[config.mk]
export PLATFORM = sky130hd
export DESIGN_NAME = decodifica_hamming
export DESIGN_NICKNAME = d
export VERILOG_FILES = /design/src/rtl/decodifica_hamming.sv
export SDC_FILE = /design/constraint.sdc
export NUM_CORES = 1
export LEC_CHECK = 0
export CORE_MARGIN = 8
export CORE_UTILIZATION = 30
export DETAILED_ROUTE_END_ITERATION = 16
export PLACE_DENSITY = 0.55
export SETUP_SLACK_MARGIN = 0.05
export SKIP_CTS_REPAIR_TIMING = 1
export SLEW_MARGIN = 20
export SYNTH_ARGS = -nofsm -noshare
export SYNTH_HDL_FRONTEND = slang
export SYNTH_SLANG_ARGS = --single-unit
[constraint.sdc]
create_clock -name clk -period 1.79 [get_ports clk]
set_input_delay 0.358 -clock clk [delete_from_list [all_inputs] [get_ports clk]]
set_output_delay 0.358 -clock clk [all_outputs]
set_load 0.005 [all_outputs]
[src/rtl/decodifica_hamming.sv]
// Hamming(15,11) single-error-correcting decoder: a two-stage valid/ready
// pipeline (syndrome, then correct and extract) plus a saturating error counter.
module decodifica_hamming (
    input  logic        clk,
    input  logic        rst,
    input  logic        entrada_valida,
    input  logic [14:0] entrada,
    output logic        entrada_pronta,
    output logic [10:0] saida,
    output logic        saida_valida,
    input  logic        saida_pronta,
    output logic        erro_corrigido,
    output logic [3:0]  sindrome,
    input  logic        limpa_contador,
    output logic [7:0]  contador_erros
);

    logic        v1_q, v1_d, v2_q, v2_d;
    logic [14:0] cw_q, cw_d;
    logic [3:0]  sin1_q, sin1_d;
    logic [10:0] saida_q, saida_d;
    logic [3:0]  sin2_q, sin2_d;
    logic        err_q, err_d;
    logic [7:0]  cnt_q, cnt_d;

    logic        load1, load2;
    logic [3:0]  sin_in;
    logic [14:0] cw_fix;

    assign load2 = !v2_q || saida_pronta;
    assign load1 = !v1_q || load2;

    // Each set bit contributes its 1-based position to the syndrome.
    always_comb begin
        sin_in = '0;
        for (int i = 0; i < 15; i++) begin
            if (entrada[i]) sin_in = sin_in ^ 4'(i + 1);
        end
    end

    always_comb begin
        cw_fix = cw_q;
        if (sin1_q != 4'd0) cw_fix = cw_q ^ (15'd1 << (sin1_q - 4'd1));
    end

    always_comb begin
        v1_d    = load1 ? entrada_valida : v1_q;
        v2_d    = load2 ? v1_q : v2_q;
        cw_d    = cw_q;
        sin1_d  = sin1_q;
        saida_d = saida_q;
        sin2_d  = sin2_q;
        err_d   = err_q;
        if (load1 && entrada_valida) begin
            cw_d   = entrada;
            sin1_d = sin_in;
        end
        // Data bits live at the non-power-of-two positions 3,5,6,7,9..15.
        if (load2 && v1_q) begin
            saida_d = {cw_fix[14:8], cw_fix[6:4], cw_fix[2]};
            sin2_d  = sin1_q;
            err_d   = (sin1_q != 4'd0);
        end
    end

    always_comb begin
        cnt_d = cnt_q;
        if (limpa_contador)
            cnt_d = '0;
        else if (v2_q && saida_pronta && err_q && cnt_q != 8'hFF)
            cnt_d = cnt_q + 8'd1;
    end

    always_ff @(posedge clk or posedge rst) begin
        if (rst) begin
            v1_q    <= 1'b0;
            v2_q    <= 1'b0;
            cw_q    <= '0;
            sin1_q  <= '0;
            saida_q <= '0;
            sin2_q  <= '0;
            err_q   <= 1'b0;
            cnt_q   <= '0;
        end else begin
            v1_q    <= v1_d;
            v2_q    <= v2_d;
            cw_q    <= cw_d;
            sin1_q  <= sin1_d;
            saida_q <= saida_d;
            sin2_q  <= sin2_d;
            err_q   <= err_d;
            cnt_q   <= cnt_d;
        end
    end

    assign entrada_pronta = load1;
    assign saida_valida   = v2_q;
    assign saida          = saida_q;
    assign sindrome       = sin2_q;
    assign erro_corrigido = err_q;
    assign contador_erros = cnt_q;

endmodule

==> metrics.cfg, run 1 <==
[outcome]
run_status=finished clean

[worst_setup_path]
rrSetupSlack_ns=0.25
start_kind=flip-flop
cp_slowest_cell=clkdlybuf4s50_1
crit_required_ns=1.43
crit_path_end_kind=primary output
crit_type=reg2out
worstPathCellList=clkdlybuf4s50_1
crit_buf_inv=1
r2r-end=contador_erros[6]
critPathTopFamily=buffers and inverters
reg2regPathDepth=5
critPathMaxStageDelay_ns=0.54
cp_max_fo=4
r2r_start=contador_erros[0]
critPathArrivalTime_ns=1.28

[sta]
max_slew_margin=0.782
tns_ns=0
hold_viol=0
finalClockSkew_ns=0.00548
layout_setup_ws_ns=0.157
rsz0062_at_grt=false
period_minus_slack_ns=1.63
worst_pin_slew_ns=0.326
setup_viol=0
finalMaxSlewViolations=0
max_freq_ghz=0.612
finalCritPeriodShare=0.913
hold_slack_ns=0.425

[global_route]
grt.overflow.total=0
grtUsageTotal=0.0956
grt_pass1_wl_um=7600
antenna_found_initial=0
grt_start_max_net_pins=42
grt_pass1_vias=1556

[clock_network]
worstSkewPairLatency_ns=0.29
cts_max_level=2
cts_inserted_buffers=5
clk_pin_slew_ns=0.08
cts.path.max_buffers=2
cts_root_buf=clkbuf_8
cts_tree=built
cts.sinks=41

[floorplanning]
rows=30
start_util=0.306
core_region_area_um2=6680
die-area_um2=9710
fp.dieW_um=98.5
die_h_um=98.5
io_pins=46

[layout]
drive_above_1_share=0.181
fin_nets=263
final_cell_mix=44 x clkdlybuf4s50_1, 40 x dfrtp_1, 21 x nand2_1, 21 x xnor2_1
diodes=0
design_area_um2=2790
area_growth_pct=36.4
final_common_cell=clkdlybuf4s50_1

[worst_hold_path]
holdCritPathClass=in2async

[route]
avgViaCountPerCell=4.54
route.detailed.drc=0
vias=1467
routedWlPerCell_um=13.5
routed_wl_um=4370
antenna_left=0
drt_first_pass_iters=4
drt_iter0_drc=47

[synthesis]
synth.avg_cell_area_um2=11.2
synthCells=183
synthArstFlopShare=1.00
yosysWarningCount=0
synth_nets=204
syn-cell-area_um2=2040
synth.area.top_cells=dfrtp_1 50%, xnor2_1 9.0%, mux2_2 7.7%, xor2_1 4.7%, nand2_1 3.9%
synth.distinct_cells=38
synth_top_area_frac=0.502
synth.yosys.seq_area_share=0.502
synth-seq-cells=41
synth_edf_count=0
yosys.area.top_type=dfrtp_1
ys.flop_type=dfrtp_1

[place]
gp_congestion=0.733
hpwlAfterDp_um=3400
placed_area_um2=2660
place_ws_ns=-0.0706
port_buffers=45

[pwr]
pwr_density_cell_nw_per_um2=1040
finalPower_w=0.00291
leakagePower_nw=1.13
peakVddDrop_mv=0.554

[flow_run]
maxCapViolations=0

-- cell families after synthesis --
logic type,synth area share
xor gates and xnor gates,0.159
AOI/OAI and AO/OA,0.0784
and+or+nand+nor,0.149
adders and majority gates,0.00612
muxes,0.0876
DFF,0.502
buffers and inverters,0.0178
-- area by class of cell --
type                    count  area, µm²
inverters                   3       11.3
fillers                   653       3890
multi-input cells         135        981
clock buffers               6       82.6
repair buffers             56        548
flip-flops and latches     41       1030
clock inverters             2       37.5
well taps                  80        100
-- tightest hold or removal path: stages --
cell and delay [ns]:
clkdlybuf4s50_1 0.40, inv_1 0.09, buf_12 0.24
-- synthesized netlist by cell type, types with 3 or more instances --
library cell  number
dfrtp_1           41
nand2_1           21
xnor2_1           21
mux2_2            14
o21ai_0           14
xor2_1            11
nor2_1             8
nand2b_1           6
or2_2              4
a211oi_1           3
inv_1              3
nor3_1             3
-- per-stage QoR --
stage / std cells / utilization
global route: 323 / 0.417
finish: 323 / 0.417
global placement: 315 / 0.399
floorplan: 183 / -
detailed placement: 315 / 0.399
CTS: 323 / 0.417
-- how the worst max path moves through the flow --
stage / slack (ns) / depth (start not counted) / endpoint / startpoint
after floorplan: 0.37 / 5 / contador_erros[6] / contador_erros[0]
after global routing: 0.09 / 5 / contador_erros[6] / contador_erros[0]
after global placement: -0.04 / 3 / entrada_pronta / saida_pronta
final: 0.16 / 1 / contador_erros[6] / contador_erros[6]
after detailed placement: -0.07 / 6 / contador_erros[6] / saida_pronta
after CTS: -0.05 / 3 / entrada_pronta / saida_pronta
-- state kept, by name (all words and copies together), names as in the netlist --
register,cells
saida_valida,1
cw_q,11
saida,11
contador_erros,8
sindrome,4
erro_corrigido,1
sin1_q,4
v1_q,1
-- power breakdown --
part / switching (W) / total [W] / leakage, nW / internal [W]
combinational: 0.000312 / 0.000829 / 0.573 / 0.000517
clock: 0.000330 / 0.000784 / 0.0574 / 0.000454
sequential: 0.000171 / 0.00129 / 0.504 / 0.00112
-- per-layer routing --
metal | wire length, µm | GRT usage
met1 | 2050 | 0.115
met2 | 2040 | 0.156
met3 | 254 | 0.0352
met4 | 18 | 0.0248
met5 | 0 | 0
Power figures use the tool's default switching activity.
==> inputs of run 2 (changes only) <==
--- a/config.mk
+++ b/config.mk
@@ -5,10 +5,11 @@
 export SDC_FILE = /design/constraint.sdc
 export NUM_CORES = 1
 export LEC_CHECK = 0
-export CORE_MARGIN = 8
+export CORE_MARGIN = 10
 export CORE_UTILIZATION = 30
 export DETAILED_ROUTE_END_ITERATION = 16
-export PLACE_DENSITY = 0.55
+export DONT_BUFFER_PORTS = 1
+export PLACE_DENSITY = 0.47
 export SETUP_SLACK_MARGIN = 0.05
 export SKIP_CTS_REPAIR_TIMING = 1
 export SLEW_MARGIN = 20
==> metrics.cfg, run 2 (same netlist as run 1, synthesis figures left out) <==
[layout]
fillCellCount=668  ; was 653
fin_nets=210  ; was 263
diodes=0  ; unchanged
seq_area_um2=1030  ; about the same
final_common_cell=dfrtp_1  ; was clkdlybuf4s50_1
drive_above_1_share=0.176  ; was 0.181
multi_input_area_um2=981  ; unchanged
final_util=0.330  ; was 0.417
area_growth_pct=8.39  ; was 36.4%
final_cell_mix=41 x dfrtp_1, 21 x nand2_1, 21 x xnor2_1, 14 x o21ai_0, 14 x mux2_2  ; was 44 x clkdlybuf4s50_1, 40 x dfrtp_1, 21 x nand2_1, 21 x xnor2_1

[sta]
setup_viol=0  ; unchanged
period_minus_slack_ns=1.57  ; was 1.63 ns
finalClockSkew_ns=0.00715  ; was 0.00548 ns
tns_ns=0  ; unchanged
rsz0062_at_grt=false  ; unchanged
worst_pin_slew_ns=0.312  ; was 0.326 ns
finalMaxSlewViolations=0  ; unchanged
hold_viol=0  ; unchanged
max_freq_ghz=0.636  ; was 0.612 GHz
hold_slack_ns=0.00357  ; was 0.425 ns
finalCritPeriodShare=0.879  ; was 0.913
max_slew_margin=0.791  ; was 0.782

[floorplanning]
fp.dieW_um=103  ; was 98.5 µm
core_region_area_um2=6720  ; was 6680 µm²
io_pins=46  ; unchanged
die_h_um=103  ; was 98.5 µm
die-area_um2=10500  ; was 9710 µm²
rows=30  ; unchanged
start_util=0.304  ; was 0.306

[worst_setup_path]
crit_path_end_kind=flip-flop  ; was primary output
r2r-end=contador_erros[6]  ; unchanged
critPathMaxStageDelay_ns=0.43  ; was 0.54 ns
cp_slowest_cell=dfrtp_1  ; was clkdlybuf4s50_1
crit_buf_inv=0  ; was 1
critPathTopFamily=flip-flops  ; was buffers and inverters
start_kind=flip-flop  ; unchanged
worstPathCellList=ha_1, nand4_1, a2111oi_2, xnor2_1, nor2_1  ; was clkdlybuf4s50_1
crit_type=reg2reg  ; was reg2out
reg2regPathDepth=5  ; unchanged
critPathArrivalTime_ns=1.76  ; was 1.28 ns
crit_required_ns=1.98  ; was 1.43 ns
rrSetupSlack_ns=0.22  ; was 0.25 ns
r2r_start=contador_erros[0]  ; unchanged
cp_max_fo=4  ; unchanged

[global_route]
antenna_found_initial=0  ; unchanged
grt_start_max_net_pins=22  ; was 42
grt.busiest_layer=met2  ; unchanged
use_met3=0.0436  ; was 0.0352
met1_usage=0.117  ; was 0.115
grt_pass1_wl_um=7290  ; was 7600 µm
grt_pass1_vias=1297  ; was 1556
grtUsageTotal=0.0913  ; was 0.0956
grt.overflow.total=0  ; unchanged
use_met2=0.130  ; was 0.156

[clock_network]
clk_pin_slew_ns=0.08  ; about the same
cts_tree=built  ; unchanged
cts_inserted_buffers=5  ; unchanged
worstSkewPairLatency_ns=0.29  ; about the same
cts_max_level=2  ; unchanged
cts_root_buf=clkbuf_8  ; unchanged
cts.path.max_buffers=2  ; unchanged
cts.sinks=41  ; unchanged

[route]
avgViaCountPerCell=4.77  ; was 4.54
antenna_left=0  ; unchanged
route.detailed.drc=0  ; unchanged
routed_wl_um=4520  ; was 4370 µm
vias=1279  ; was 1467
drt_first_pass_iters=4  ; unchanged
routedWlPerCell_um=16.9  ; was 13.5 µm
drt_iter0_drc=48  ; was 47

[pwr]
leakagePower_nw=0.901  ; was 1.13 nW
pwr_density_cell_nw_per_um2=1070  ; was 1040 nW/µm²
finalPower_w=0.00238  ; was 0.00291 W
peakVddDrop_mv=0.465  ; was 0.554 mV

[worst_hold_path]
holdCritPathClass=in2async  ; unchanged

[place]
hpwlAfterDp_um=3490  ; was 3400 µm
port_buffers=0  ; was 45
gp_congestion=0.746  ; was 0.733

[outcome]
run_status=finished clean  ; unchanged

[flow_run]
maxCapViolations=0  ; unchanged

-- run 2: final cells by class --
type,instances,share of cell area
Sequential cell,41,0.463
Multi-Input combinational cell,135,0.443
Tap cell,80,0.0452
Clock buffer,5,0.0311
Timing Repair Buffer,3,0.0102
Inverter,3,0.00508
Clock inverter,1,0.00226
-- run 2: worst max path at each step --
stage                            from                end  slack [ns]  depth (start not counted)
detailed placement  contador_erros[0]  contador_erros[6]        0.23                          5
finish              contador_erros[0]  contador_erros[6]        0.22                          5
CTS                 contador_erros[0]  contador_erros[6]        0.22                          5
global route        contador_erros[0]  contador_erros[6]        0.08                          5
floorplan           contador_erros[0]  contador_erros[6]        0.37                          5
global placement    contador_erros[0]  contador_erros[6]        0.27                          5
-- run 2: per-layer routing --
layer,vias to the layer above,share of wire
met2,36,0.45
met5,-,0
met3,5,0.11
met1,602,0.43
li1,636,-
met4,0,0.011
-- run 2: metrics by stage --
| step | area (µm²) | setup WS [ns] | std cells |
|---|---|---|---|
| after floorplan | 2040 | 0.367 | 183 |
| final | 2210 | 0.216 | 268 |
| after global routing | 2210 | 0.0792 | 268 |
| after detailed placement | 2140 | 0.234 | 262 |
| after CTS | 2210 | 0.220 | 268 |
| after global placement | 2140 | 0.274 | 262 |
-- run 2: power breakdown --
part | internal (W) | switching (W)
Clock | 0.000257 | 0.000307
Sequential | 0.00112 | 0.000220
Combinational | 0.000254 | 0.000218
